### src/rtl/fifo_rd_stream.sv
// Read-side FIFO adapter: pops FIFO words into a 2-entry head/skid buffer and
// presents them as a valid/ready stream framed into BEATS-long packets.
module fifo_rd_stream #(
  parameter int unsigned W     = 8,
  parameter int unsigned BEATS = 4
) (
  input  logic         rclk,
  input  logic         rrst_n,
  input  logic         rempty,
  input  logic [W-1:0] rdata,
  output logic         rinc,
  output logic         m_valid,
  output logic [W-1:0] m_data,
  output logic         m_last,
  input  logic         m_ready
);

  localparam int unsigned BW = (BEATS > 1) ? $clog2(BEATS) : 1;
  localparam logic [BW-1:0] LAST_BEAT = BW'(BEATS - 1);

  logic [1:0]    cnt;
  logic [W-1:0]  head;
  logic [W-1:0]  skid;
  logic [BW-1:0] bcnt;
  logic          push;
  logic          pop;
  logic [2:0]    cnt_nxt;

  // Pop only while buffer space exists; m_ready is deliberately not involved.
  assign rinc    = rrst_n & ~rempty & (cnt != 2'd2);
  assign push    = rinc;
  assign pop     = m_valid & m_ready;
  assign cnt_nxt = 3'(cnt) + 3'(push) - 3'(pop);

  assign m_valid = (cnt != 2'd0);
  assign m_data  = head;
  assign m_last  = m_valid & (bcnt == LAST_BEAT);

  // Head always holds the oldest word; skid holds the second when cnt=2.
  always_ff @(posedge rclk or negedge rrst_n) begin
    if (!rrst_n) begin
      cnt  <= 2'd0;
      head <= '0;
      skid <= '0;
    end else begin
      cnt <= cnt_nxt[1:0];
      case (cnt)
        2'd0: begin
          if (push) head <= rdata;
        end
        2'd1: begin
          if (push && !pop)     skid <= rdata;
          else if (push && pop) head <= rdata;
        end
        2'd2: begin
          if (pop) head <= skid;
        end
        default: ;
      endcase
    end
  end

  // Beat position within the current packet, advanced per accepted word.
  always_ff @(posedge rclk or negedge rrst_n) begin
    if (!rrst_n) begin
      bcnt <= '0;
    end else if (pop) begin
      bcnt <= (bcnt == LAST_BEAT) ? '0 : bcnt + BW'(1);
    end
  end

`ifndef SYNTHESIS
  a_cnt_range : assert property (@(posedge rclk) disable iff (!rrst_n) cnt_nxt <= 3'd2)
    else $error("fifo_rd_stream: occupancy leaves 0..2 (cnt=%0d next=%0d)", cnt, cnt_nxt);
  a_pop_empty : assert property (@(posedge rclk) disable iff (!rrst_n) !(pop && cnt == 2'd0))
    else $error("fifo_rd_stream: pop with empty buffer");
`endif

endmodule

### config.mk
export PLATFORM = sky130hd
export DESIGN_NAME = fifo_rd_stream
export DESIGN_NICKNAME = d
export VERILOG_FILES = /design/src/rtl/fifo_rd_stream.sv
export SDC_FILE = /design/constraint.sdc
export NUM_CORES = 1
export LEC_CHECK = 0
export CAP_MARGIN = 30
export CORE_MARGIN = 8
export CORE_UTILIZATION = 46
export CTS_CLUSTER_SIZE = 30
export DETAILED_ROUTE_END_ITERATION = 10
export PLACE_DENSITY_LB_ADDON = 0.08
export SYNTH_ARGS = -nofsm -noshare
export SYNTH_HDL_FRONTEND = slang
export SYNTH_SLANG_ARGS = --single-unit
export TNS_END_PERCENT = 1
### constraint.sdc
create_clock -name rclk -period 1.95 [get_ports rclk]
set_clock_uncertainty 0.05 [all_clocks]
set_input_delay 0.4875 -clock rclk [delete_from_list [all_inputs] [get_ports rclk]]
set_output_delay 0.4875 -clock rclk [all_outputs]
set_load 0.01 [all_outputs]
==> impl.org, run 1 <==
** Yosys
- Mux cell area share after synthesis :: 0.329
- Fraction of post-synthesis cell area in the top cell type by area :: 0.510
- Counting flops with an async set or reset pin after synthesis yields a share of 1.00.
- Main combinational cell family by area after synthesis :: multiplexers
- Unique cell type count in the Yosys netlist :: 20
- Of the total synthesized cell area, the portion taken by full adders, half adders and majority gates is 0.0255.
- For this run, the leading register cell type out of synthesis is sky130_fd_sc_hd__dfrtp_1.
- Yosys mapped a number of flops with a built-in enable equal to 0.
- Summed instance area of the synthesized netlist :: 982 um^2
- When the netlist entered floorplanning its net count stood at 79.
- Synth Area per Inst :: 15.1 um^2
- Of the total synthesized cell area, the portion taken by AND, OR, NAND and NOR gates is 0.0713.
- Sequential element share of the synthesized area :: 0.510
- Share of the synthesized area in compound gates (AO/OA/AOI/OAI) :: 0.0331
- Biggest area consumer among synthesized cells :: sky130_fd_sc_hd__dfrtp_1
- Sorting the synthesized cells by area gives the leading types as sky130_fd_sc_hd__dfrtp_1 (51%), sky130_fd_sc_hd__mux2_2 (21%), sky130_fd_sc_hd__mux2_4 (12%).
- Yosys printed 0 warnings.
- After synthesis the netlist holds a flip-flop and latch count of 20.
- Of the total synthesized cell area, the portion taken by XOR and XNOR cells is 0.00892.
- After technology mapping, the gate count stands at 65.

** Final layout
- Once layout is complete, the cells apart from fillers number 127.
- The repair_antennas step left the layout with diodes totalling 0.
- After filler insertion, the fill cell instance count of the layout stands at 145.
- For this run, the share of the core covered by cells in the final layout is 0.691.
- The area growth from synthesis to layout is 39.5%.
- # nets final :: 115
- Proportion of layout cells with a drive suffix above 1 :: 0.490

** Floorplanning
- Number of top-level pins :: 23
- Vertical die dimension :: 62.2 um
- The initialized floorplan defines 16 standard-cell rows.
- Starting density of the core :: 0.496
- The floorplan step set the die width to 62.2 um.
- Die Outline Area :: 0.00387 mm^2
- Placeable Area :: 0.00198 mm^2

** STA
- Upper clock frequency limit :: 517 MHz
- Setup violators final :: 0
- Endpoints failing hold :: 0
- For the final routed database, the setup TNS stands at 0 ps.
- Remaining max-slew budget at the tightest pin :: 0.834
- For the pin with the worst max-slew slack, the measured transition is 249 ps.
- Final critical path time including I/O delays and setup :: 1940 ps
- The number of pins exceeding their max-slew limit in the final report is 0.
- Final period util :: 0.992
- Unrepaired setup endpoints after global routing :: yes

** Detailed routing
- Post-route ant nets :: 0
- In this run, the number of DRC markers left after iteration 0 of detailed routing was 9.
- Routed vias/inst :: 5.02
- The pre-antenna-repair detailed-routing pass consisted of 3 iterations.
- Wires add up to 1.88 mm.
- Residual DRC count :: 0
- Detailed-route via count :: 637
- After detailed routing, the average wire length per cell comes to 14.8 um.

** Global routing
- Across every metal layer, demand over resource in global routing totals 0.109.
- Entering global routing, the biggest net connects 21 pins.
- Remaining Overflow, GRT :: 0
- Global-route wire length before repair :: 3.42 mm
- The initial antenna violation count came to 0.
- Via count of the first global-routing pass :: 754

** Min path
- Classification of the worst-slack hold path :: in2async

** Place
- PortBufs :: 22
- Counting tap cells, the placed design contains a total of 121 instances.
- Detailed placement ended at an HPWL of 1.33 mm.
- Routability congestion estimate from global placement :: 0.690

** Power
- Summed over all cells, the static leakage comes to 0.649 nW.
- Power Density :: 1430 mW/mm^2
- IR analysis of the VDD net gives a maximum drop of 0.000988 V.

** Run
- # Max-Cap Violations :: 0

** Worst setup path
- The startpoint identified for the worst register-to-register timing path is cnt[0].
- R2R Path End :: m_data[7]
- CP Launch Type :: input pin
- The largest single stage delay on the critical path is 540 ps.
- The largest individual stage delay along the critical path comes from the cell sky130_fd_sc_hd__or4b_4.
- Slack of the worst reg-to-reg path :: 260 ps
- Worst-path cell chain :: clkdlybuf4s50_1 -> buf_4 -> or4b_4 -> buf_12 -> mux2_4
- Reg2Reg Depth :: 6
- Counting buffers and inverters, the worst setup path is 5 cells deep.
- The critical path contains buffers and inverters numbering 3 combined.
- STA classifies the critical path endpoint as a flop.
- Data on the critical path is required at its endpoint by 2100 ps.
- Data arrives at the worst endpoint at 2080 ps.
- Of all nets on the critical path, the largest fanout is 8.
- The critical path in this run is classified as in2reg.
- End point of the critical path :: skid[2]
- In this run the worst setup path begins at rempty.
- Top Family by Delay on Critical Path :: buffers and inverters

** Clock network
- Clk slew on worst S/H paths :: 120 ps
- The tree built by TritonCTS fans out to 20 sinks.
- Clock tree synthesis selected as its root buffer the cell sky130_fd_sc_hd__clkbuf_4.
- TritonCTS built the clock tree.
- Buffers inserted during clock tree synthesis total 3.
- In this run the number of H-tree levels came out at 1.
- At the later pin of the worst-skew pair, clock insertion delay measures 310 ps.
- Counting along the longest clock path gives a buffer depth of 2.

** Outcome
- The run finished with clean final reports.
-- layout make-up --
| type | count | area, um^2 | area share |
|---|---|---|---|
| Inverter | 2 | 7.51 | 0.00548 |
| Clock buffer | 3 | 22.5 | 0.0164 |
| Multi-Input combinational cell | 41 | 468 | 0.342 |
| Sequential cell | 20 | 502 | 0.366 |
| Clock inverter | 1 | 30.0 | 0.0219 |
| Timing Repair Buffer | 33 | 307 | 0.224 |
| Tap cell | 27 | 33.8 | 0.0247 |
-- worst min path at each step --
stage	start	end	cells past startpoint
after global placement	skid[6]	skid[6]	1
final	rrst_n	skid[1]	2
after global routing	rrst_n	m_data[6]	2
after floorplan	rrst_n	bcnt[0]	0
after CTS	m_data[3]	m_data[3]	1
after detailed placement	skid[3]	skid[3]	1
-- routing by layer --
layer	wire length (um)	track usage	vias up
li1	-	-	302
met1	816	0.112	321
met2	981	0.188	12
met3	69	0.0412	2
met4	14	0.0525	0
met5	0	0	-
-- cell usage after synthesis, types with 2 or more instances --
library cell,number
sky130_fd_sc_hd__ha_1,2
sky130_fd_sc_hd__mux2_4,8
sky130_fd_sc_hd__inv_1,2
sky130_fd_sc_hd__dfrtp_1,20
sky130_fd_sc_hd__mux2_2,18
-- layout by cell type, fill, tap and decap left out, types with 2 or more instances in the layout --
master                            count
sky130_fd_sc_hd__inv_1                2
sky130_fd_sc_hd__clkdlybuf4s50_1     18
sky130_fd_sc_hd__buf_4               10
sky130_fd_sc_hd__clkbuf_4             3
sky130_fd_sc_hd__mux2_2              18
sky130_fd_sc_hd__ha_1                 2
sky130_fd_sc_hd__mux2_4               8
sky130_fd_sc_hd__buf_2                2
sky130_fd_sc_hd__dfrtp_1             19
-- through the flow --
| step | hold slack, ps | area [um^2] | total power, W | setup WS [ps] |
|---|---|---|---|---|
| global route | 137 | 1370 | 0.00211 | -31.0 |
| detailed placement | 438 | 1290 | 0.00163 | -409 |
| finish | 114 | 1370 | 0.00196 | 15.0 |
| CTS | 474 | 1360 | 0.00200 | -30.6 |
| floorplan | 142 | 982 | 0.00125 | 269 |
| global placement | 435 | 1290 | 0.00160 | -407 |
-- flip-flops by register name (all words and copies together) (netlist names) --
| register | cells |
|---|---|
| bcnt | 2 |
| skid | 8 |
| cnt | 2 |
| m_data | 8 |
-- kinds of logic (layout without fill, tap and decap cells) --
group                      after synthesis  after routing
xor gates and xnor gates                 1              1
muxes                                   26             26
DFF                                     20             20
adders and majority gates                2              2
and+or+nand+nor                         10             10
AOI/OAI and AO/OA                        2              2
buffers and inverters                    4             39
-- worst reg2reg max path, stage by stage (launching register included) --
cell and delay [ps]:
sky130_fd_sc_hd__dfrtp_1 390, sky130_fd_sc_hd__buf_4 140, sky130_fd_sc_hd__nor2b_4 120, sky130_fd_sc_hd__buf_4 130, sky130_fd_sc_hd__o41ai_4 190, sky130_fd_sc_hd__buf_4 230, sky130_fd_sc_hd__mux2_2 350
-- timing repair --
item                                    in CTS  in global routing
gates resized for setup                     13                  3
hold endpoints to repair                     0                  0
setup buffers                                2                  0
hold buffers                                 0                  0
cloned                                       0                  0
endpoints found under the setup margin      11                  9
-- power breakdown --
part | internal (W) | switching, W
clock | 0.000208 | 0.000132
sequential | 0.000623 | 0.000105
combinational | 0.000585 | 0.000312
No activity file was read; power rests on OpenSTA's default activity.
==> run 2, diff against run 1 <==
--- a/config.mk
+++ b/config.mk
@@ -6,8 +6,10 @@
 export NUM_CORES = 1
 export LEC_CHECK = 0
 export CAP_MARGIN = 30
+export CELL_PAD_IN_SITES_DETAIL_PLACEMENT = 0
+export CELL_PAD_IN_SITES_GLOBAL_PLACEMENT = 1
 export CORE_MARGIN = 8
-export CORE_UTILIZATION = 46
+export CORE_UTILIZATION = 39
 export CTS_CLUSTER_SIZE = 30
 export DETAILED_ROUTE_END_ITERATION = 10
 export PLACE_DENSITY_LB_ADDON = 0.08
==> run 2 against run 1 <==
Sequential share of layout area up 0.21 points. Worst hold slack better by 23 ps. Clock power down 32%. Die area up 13%. Sequential power up 0.7%. Setup slack worse by 9.1 ps. Global-route usage down 1.6 points. Critical path type unchanged.
==> impl.org, run 2 (synthesized netlist as in run 1, its figures left out) <==
** Power
- Combinational cell fraction of total power :: 0.483 (was 0.456)
- Clock network fraction of total power :: 0.125 (was 0.173)
- The total internal power came to 0.00132 W (was 0.00142 W).
- Power Density :: 1370 mW/mm^2 (was 1430 mW/mm^2)
- P_leak :: 0.651 nW (was 0.649 nW)
- The maximum VDD drop is 0.000743 V (was 0.000988 V).
- The sequential share of power is 0.393 (was 0.371).
- NetSw :: 0.000543 W (was 0.000549 W)
- Fraction of power spent switching nets :: 0.291 (was 0.279)
- The post-layout total power was 0.00187 W (was 0.00196 W).

** Clock network
- Skew-Pair Late Insertion Delay :: 290 ps (was 310 ps)
- Clk slew on worst S/H paths :: 110 ps (was 120 ps)
- Maximum buffer depth of the clock tree :: 2 (unchanged)
- The number of H-tree levels came to 1 (unchanged).
- Total CTS buffers :: 3 (unchanged)
- Root buf cell :: sky130_fd_sc_hd__clkbuf_4 (unchanged)
- The CTS tree is built (unchanged).
- Clock Sink Count :: 20 (unchanged)
- The number of hold buffers added after cts was 0 (unchanged).

** Floorplanning
- The die height was 66.2 um (was 62.2 um).
- Floorplan row count :: 18 (was 16)
- The number of primary I/O pins was 23 (unchanged).
- Die Width :: 66.2 um (was 62.2 um)
- Starting density of the core :: 0.404 (was 0.496)
- The die outline area came to 0.00438 mm^2 (was 0.00387 mm^2).
- Placeable Area :: 0.00243 mm^2 (was 0.00198 mm^2)

** Global routing
- The initial antenna violation count is 0 (unchanged).
- The via count of the first global-routing pass came to 690 (was 754).
- The sum of overflow across all layers after global routing was 0 (unchanged).
- Global-route wire length before repair :: 3.14 mm (was 3.42 mm)
- The pin count of the biggest net entering global routing was 21 (unchanged).
- The total routing resource utilization after global routing came to 0.0929 (was 0.109).

** Final layout
- Highest-count cells in the layout ignoring fill and taps: sky130_fd_sc_hd__dfrtp_1 (20), sky130_fd_sc_hd__mux2_2 (18), sky130_fd_sc_hd__clkdlybuf4s50_1 (17) (was sky130_fd_sc_hd__dfrtp_1 (19), sky130_fd_sc_hd__mux2_2 (18), sky130_fd_sc_hd__clkdlybuf4s50_1 (18)).
- The leading cell type in the layout, fill and taps excluded is sky130_fd_sc_hd__dfrtp_1 (unchanged).
- The final instance count without filler cells was 130 (was 127).
- The number of fill cells in the layout is 235 (was 145).
- The synthesis-to-finish area growth was 38.3% (was 39.5%).
- Proportion of layout cells with a drive suffix above 1 :: 0.480 (was 0.490)
- The net count reported at finish came to 115 (unchanged).
- Area taken by flip-flops and latches :: 500 um^2 (was 502 um^2)
- Area used by multi-input combinational logic :: 468 um^2 (unchanged)
- Diodes inserted :: 0 (unchanged)
- The utilization after layout came to 0.559 (was 0.691).

** Place
- PortBufs :: 22 (unchanged)
- Post-detail-place hpwl :: 1.39 mm (was 1.33 mm)
- The number of instances in the placed design is 125 (was 121).
- The worst setup slack after placement is -456 ps (was -409 ps).
- The final estimated routing congestion in global placement is 0.700 (was 0.690).

** Detailed routing
- The ratio of routed vias to standard cells came to 4.92 (was 5.02).
- The final wirelength came to 1.93 mm (was 1.88 mm).
- The number of remaining DRC errors is 0 (unchanged).
- The post-route antenna net violation count came to 0 (unchanged).
- The number of optimization iterations in the first detailed-route pass was 2 (was 3).
- Initial DRC count :: 6 (was 9)
- Per-cell routed wire length :: 14.8 um (about the same)
- The via total after detailed routing was 639 (was 637).

** Worst setup path
- The worst-path cell with the longest stage delay is sky130_fd_sc_hd__or4b_4 (unchanged).
- The family with the most delay on the worst path is simple AND/OR/NAND/NOR gates (was buffers and inverters).
- The data arrival at the endpoint of the critical path came to 2080 ps (about the same).
- The required time of the critical path is 2090 ps (was 2100 ps).
- The kind of critical path was in2reg (unchanged).
- The largest driver fanout on the critical path is 8 (unchanged).
- The endpoint class of the critical path is a flop (unchanged).
- Buffers and inverters on the worst path :: 2 (was 3)
- Largest stage delay on the critical path :: 490 ps (was 540 ps)
- The kind of start point of the critical path is an input pin (unchanged).
- Worst-path cell chain: clkdlybuf4s50_1 -> nor2b_4 -> or4b_4 -> buf_12 -> mux2_4 (was clkdlybuf4s50_1 -> buf_4 -> or4b_4 -> buf_12 -> mux2_4).

** Outcome
- Status :: finished clean (unchanged)

** STA
- Unrepaired setup endpoints after global routing: no (was yes).
- Endpoints failing hold :: 0 (unchanged)
- The final period demand of the worst path was 1940 ps (about the same).
- Final period util :: 0.997 (was 0.992)
- Upper clock frequency limit :: 514 MHz (was 517 MHz)
- Slew at the pin with the worst max-slew slack :: 262 ps (was 249 ps)
- Setup violators final :: 0 (unchanged)
- The worst relative slew slack came to 0.825 (was 0.834).
- Crit path setup slack, layout :: 5.84 ps (was 15.0 ps)
- Final slew viol count :: 0 (unchanged)

** Run
- # Max-Cap Violations :: 0 (unchanged)

** Min path
- Classification of the worst-slack hold path :: in2async (unchanged)
run 2: cell types whose count changed in the layout (fill, tap and decap cells not counted):
cell / before / now
sky130_fd_sc_hd__bufinv_16: 1 / 0
sky130_fd_sc_hd__clkbuf_2: 0 / 1
sky130_fd_sc_hd__clkdlybuf4s50_1: 18 / 17
sky130_fd_sc_hd__buf_2: 2 / 1
sky130_fd_sc_hd__dlymetal6s2s_1: 1 / 2
sky130_fd_sc_hd__clkbuf_8: 0 / 1
sky130_fd_sc_hd__dfrtp_1: 19 / 20
sky130_fd_sc_hd__dfrtp_2: 1 / 0
run 2: through the flow:
stage | hold WS, ps | cell area, um^2 | setup TNS, ps
4_1_cts | 474 | 1350 | -416
6_report | 137 | 1360 | 0
3_3_place_gp | 435 | 1300 | -5700
5_1_grt | 143 | 1360 | 0
2_1_floorplan | 142 | 982 | 0
3_5_place_dp | 442 | 1300 | -5640
run 2: final cells by class:
type                       instances  share of cell area
clock buffer                       4              0.0267
inverter                           2             0.00552
multi-input combinational         41               0.344
sequential                        20               0.368
tap                               30              0.0276
timing repair buffer              33               0.227
run 2: worst register-to-register path, stage by stage (launching register included):
cell and delay (ps):
sky130_fd_sc_hd__dfrtp_1 360, sky130_fd_sc_hd__buf_4 120, sky130_fd_sc_hd__nor2b_4 170, sky130_fd_sc_hd__or4b_4 500, sky130_fd_sc_hd__buf_12 170, sky130_fd_sc_hd__mux2_4 300
run 2: power by group through the flow:
stage / Sequential (W) / Clock (W) / Combinational (W)
final: 0.000733 / 0.000232 / 0.000900
after global routing: 0.000758 / 0.000269 / 0.000975
after CTS: 0.000732 / 0.000249 / 0.000917
after detailed placement: 0.000741 / 0 / 0.000908
after global placement: 0.000731 / 0 / 0.000891
after floorplan: 0.000768 / 0 / 0.000480
run 2: path summary, 6_finish.rpt:
kind / from / endpoint / slack, ps / cells past startpoint
hold reg to reg: skid[1] / skid[1] / 470 / 1
hold / removal: rrst_n / cnt[1] / 140 / 2
setup reg to reg: cnt[0] / skid[5] / 190 / 5
min in group rclk: skid[1] / skid[1] / 470 / 1
max in group asynchronous: rrst_n / m_data[4] / 1500 / 2
setup / recovery: m_ready / skid[5] / 6 / 5
run 2: what timing repair did:
action | in CTS | in global routing
setup endpoints to repair | 11 | 13
setup buffers | 1 | 0
endpoints found under the hold margin | 0 | 0
pin swaps | 0 | 0
gates resized for setup | 10 | 5
run 2: metal layers:
| layer | global-route usage | wire (um) |
|---|---|---|
| met4 | 0.0400 | 8 |
| met1 | 0.113 | 880 |
| met2 | 0.146 | 949 |
| met3 | 0.0305 | 89 |
| met5 | 0 | 0 |
==> run 3, diff against run 2 <==
--- a/config.mk
+++ b/config.mk
@@ -8,7 +8,7 @@
 export CAP_MARGIN = 30
 export CELL_PAD_IN_SITES_DETAIL_PLACEMENT = 0
 export CELL_PAD_IN_SITES_GLOBAL_PLACEMENT = 1
-export CORE_MARGIN = 8
+export CORE_MARGIN = 2
 export CORE_UTILIZATION = 39
 export CTS_CLUSTER_SIZE = 30
 export DETAILED_ROUTE_END_ITERATION = 10
==> run 3 against run 2 <==
Clock power rose by 46%. Maximum frequency is 2.3% higher. Sequential share of layout area is 0.50 points lower. First-iteration DRC count is the same. Critical path type unchanged. Final area rose by 1.4%. Largest cell class unchanged.
==> impl.org, run 3 (synthesized netlist as in run 1, its figures left out) <==
** Worst setup path
- The logic depth of the worst register-to-register path came to 5 (unchanged).
- Critical path class :: in2reg (unchanged)
- Critical path fanouts, max :: 8 (unchanged)
- CP Launch Type :: input pin (unchanged)
- The destination of the worst register-to-register timing path is skid[4] (was skid[5]).
- Setup crit start :: m_ready (unchanged)
- Critical path data required time :: 2100 ps (was 2090 ps)
- Crit path DAT :: 2050 ps (was 2080 ps)
- The slack of the worst reg-to-reg path came to 170 ps (was 190 ps).
- Critical register-to-register path startpoint :: cnt[0] (unchanged)
- Endpoint class of the critical path :: flop (unchanged)

** Global routing
- The initial antenna violation count is 0 (unchanged).
- Maximum number of pins on one net before global-route repair :: 21 (unchanged)
- Remaining Overflow, GRT :: 0 (unchanged)
- Via count of the first global-routing pass :: 655 (was 690)
- The total routing resource utilization after global routing came to 0.151 (was 0.0929).
- Global-route wire length before repair :: 2.97 mm (was 3.14 mm)

** Floorplanning
- Placeable Area :: 0.00243 mm^2 (unchanged)
- The horizontal die dimension is 54.2 um (was 66.2 um).
- The number of primary I/O pins was 23 (unchanged).
- Vertical die dimension :: 54.2 um (was 66.2 um)
- Starting density of the core :: 0.404 (unchanged)
- The die outline area was 0.00294 mm^2 (was 0.00438 mm^2).
- Floorplan row count :: 18 (unchanged)

** Place
- The total placed instance area is 0.00131 mm^2 (was 0.00130 mm^2).
- The detailed placer's ending HPWL was 1.33 mm (was 1.39 mm).
- The number of instances in the placed design came to 126 (was 125).
- The number of port buffers is 22 (unchanged).
- Routability congestion estimate from global placement :: 0.611 (was 0.700)

** Final layout
- The leading cell type in the layout, fill and taps excluded is sky130_fd_sc_hd__dfrtp_1 (unchanged).
- Highest-count cells in the layout ignoring fill and taps: sky130_fd_sc_hd__dfrtp_1 (20), sky130_fd_sc_hd__mux2_2 (18), sky130_fd_sc_hd__clkdlybuf4s50_1 (18) (was sky130_fd_sc_hd__dfrtp_1 (20), sky130_fd_sc_hd__mux2_2 (18), sky130_fd_sc_hd__clkdlybuf4s50_1 (17)).
- Diodes inserted :: 0 (unchanged)
- Post-route cell area :: 0.00138 mm^2 (was 0.00136 mm^2)
- # nets final :: 117 (was 115)
- The synthesis-to-finish area growth was 40.3% (was 38.3%).
- The fraction of final layout cells with drive strength greater than 1 came to 0.500 (was 0.480).
- Layout Cells excl Fill :: 132 (was 130)

** Clock network
- Total CTS buffers :: 3 (unchanged)
- Root buf cell :: sky130_fd_sc_hd__clkbuf_4 (unchanged)
- The worst-case clock buffer depth came to 2 (unchanged).
- Skew-Pair Late Insertion Delay :: 300 ps (was 290 ps)
- Clk slew on worst S/H paths :: 110 ps (about the same)
- Clock Sink Count :: 20 (unchanged)
- The number of H-tree levels came to 1 (unchanged).
- CTS tree :: built (unchanged)

** Power
- The maximum VDD drop came to 0.000873 V (was 0.000743 V).
- P_leak :: 0.647 nW (was 0.651 nW)
- Power Density :: 1440 mW/mm^2 (was 1370 mW/mm^2)

** Min path
- Classification of the worst-slack hold path :: in2async (unchanged)

** Detailed routing
- The final wirelength is 1.83 mm (was 1.93 mm).
- Initial DRC count :: 6 (unchanged)
- Post-route ant nets :: 0 (unchanged)
- The via total after detailed routing is 642 (was 639).
- The number of remaining DRC errors is 0 (unchanged).
- Routed vias/inst :: 4.86 (was 4.92)
- The post-detailed-route wirelength per cell came to 13.8 um (was 14.8 um).
- Initial DRT Pass Iterations :: 2 (unchanged)

** STA
- Setup violators final :: 0 (unchanged)
- The number of pins exceeding their max-slew limit in the final report was 0 (unchanged).
- Endpoints failing hold :: 0 (unchanged)
- The final period demand of the worst path is 1900 ps (was 1940 ps).
- The transition time of the tightest slew-check pin was 263 ps (was 262 ps).
- Final period util :: 0.974 (was 0.997)
- Unrepaired setup endpoints after global routing :: no (unchanged)
- Hold WS :: 247 ps (was 137 ps)
- Remaining max-slew budget at the tightest pin :: 0.824 (was 0.825)
- Upper clock frequency limit :: 526 MHz (was 514 MHz)

** Outcome
- Status :: finished clean (unchanged)

** Run
- The number of maximum-capacitance violations came to 0 (unchanged).
run 3: cell types whose count changed in the layout (fill, tap and decap cells not counted), sizes merged:
cell           before  now
buf                12   14
bufinv              0    1
clkbuf              5    4
clkdlybuf4s50      17   18
dlygate4sd2         1    2
dlymetal6s2s        2    0
run 3: metal layers:
metal,part of all wire,GRT usage
met1,0.44,0.171
met2,0.49,0.257
met3,0.053,0.0583
met4,0.015,0.0500
met5,0,0
run 3: how the worst max path moves through the flow:
| stage | end | depth (start not counted) |
|---|---|---|
| after floorplan | skid[0] | 4 |
| after global placement | rinc | 4 |
| after detailed placement | rinc | 4 |
| after CTS | rinc | 3 |
| after global routing | skid[4] | 5 |
| final | skid[4] | 5 |
run 3: where the power goes:
part           switching (W)  internal, W  leakage (nW)  total (W)
combinational       0.000306     0.000596         0.377   0.000902
sequential          0.000117     0.000622         0.242   0.000739
clock               0.000130     0.000208        0.0279   0.000338
total               0.000554      0.00143         0.647    0.00198
run 3: critical path: stages:
cell	delay, ps
sky130_fd_sc_hd__clkdlybuf4s50_1	450
sky130_fd_sc_hd__nor2b_4	160
sky130_fd_sc_hd__or4b_4	470
sky130_fd_sc_hd__buf_6	170
sky130_fd_sc_hd__mux2_4	300
run 3: per-stage QoR:
stage	util	total power (W)	setup WS, ps	TNS, ps
2_1_floorplan	-	0.00125	269	0
3_3_place_gp	0.538	0.00161	-404	-6370
3_5_place_dp	0.538	0.00165	-416	-6500
4_1_cts	0.565	0.00200	-26.2	-26.2
5_1_grt	0.566	0.00212	37.9	0
6_report	0.566	0.00198	50.2	0
run 3: layout make-up:
class                           count  area (um^2)
Timing Repair Buffer               35          309
Clock inverter                      1         30.0
Multi-Input combinational cell     41          470
Tap cell                           30         37.5
Inverter                            2         7.51
Sequential cell                    20          500
Fill cell                         217         1050
Clock buffer                        3         22.5
run 3: timing repair:
item	4_1_cts	5_1_grt
hold buffers	0	0
pin swaps	1	1
buffers inserted	0	2
endpoints found under the setup margin	19	2
gates resized for setup	12	2
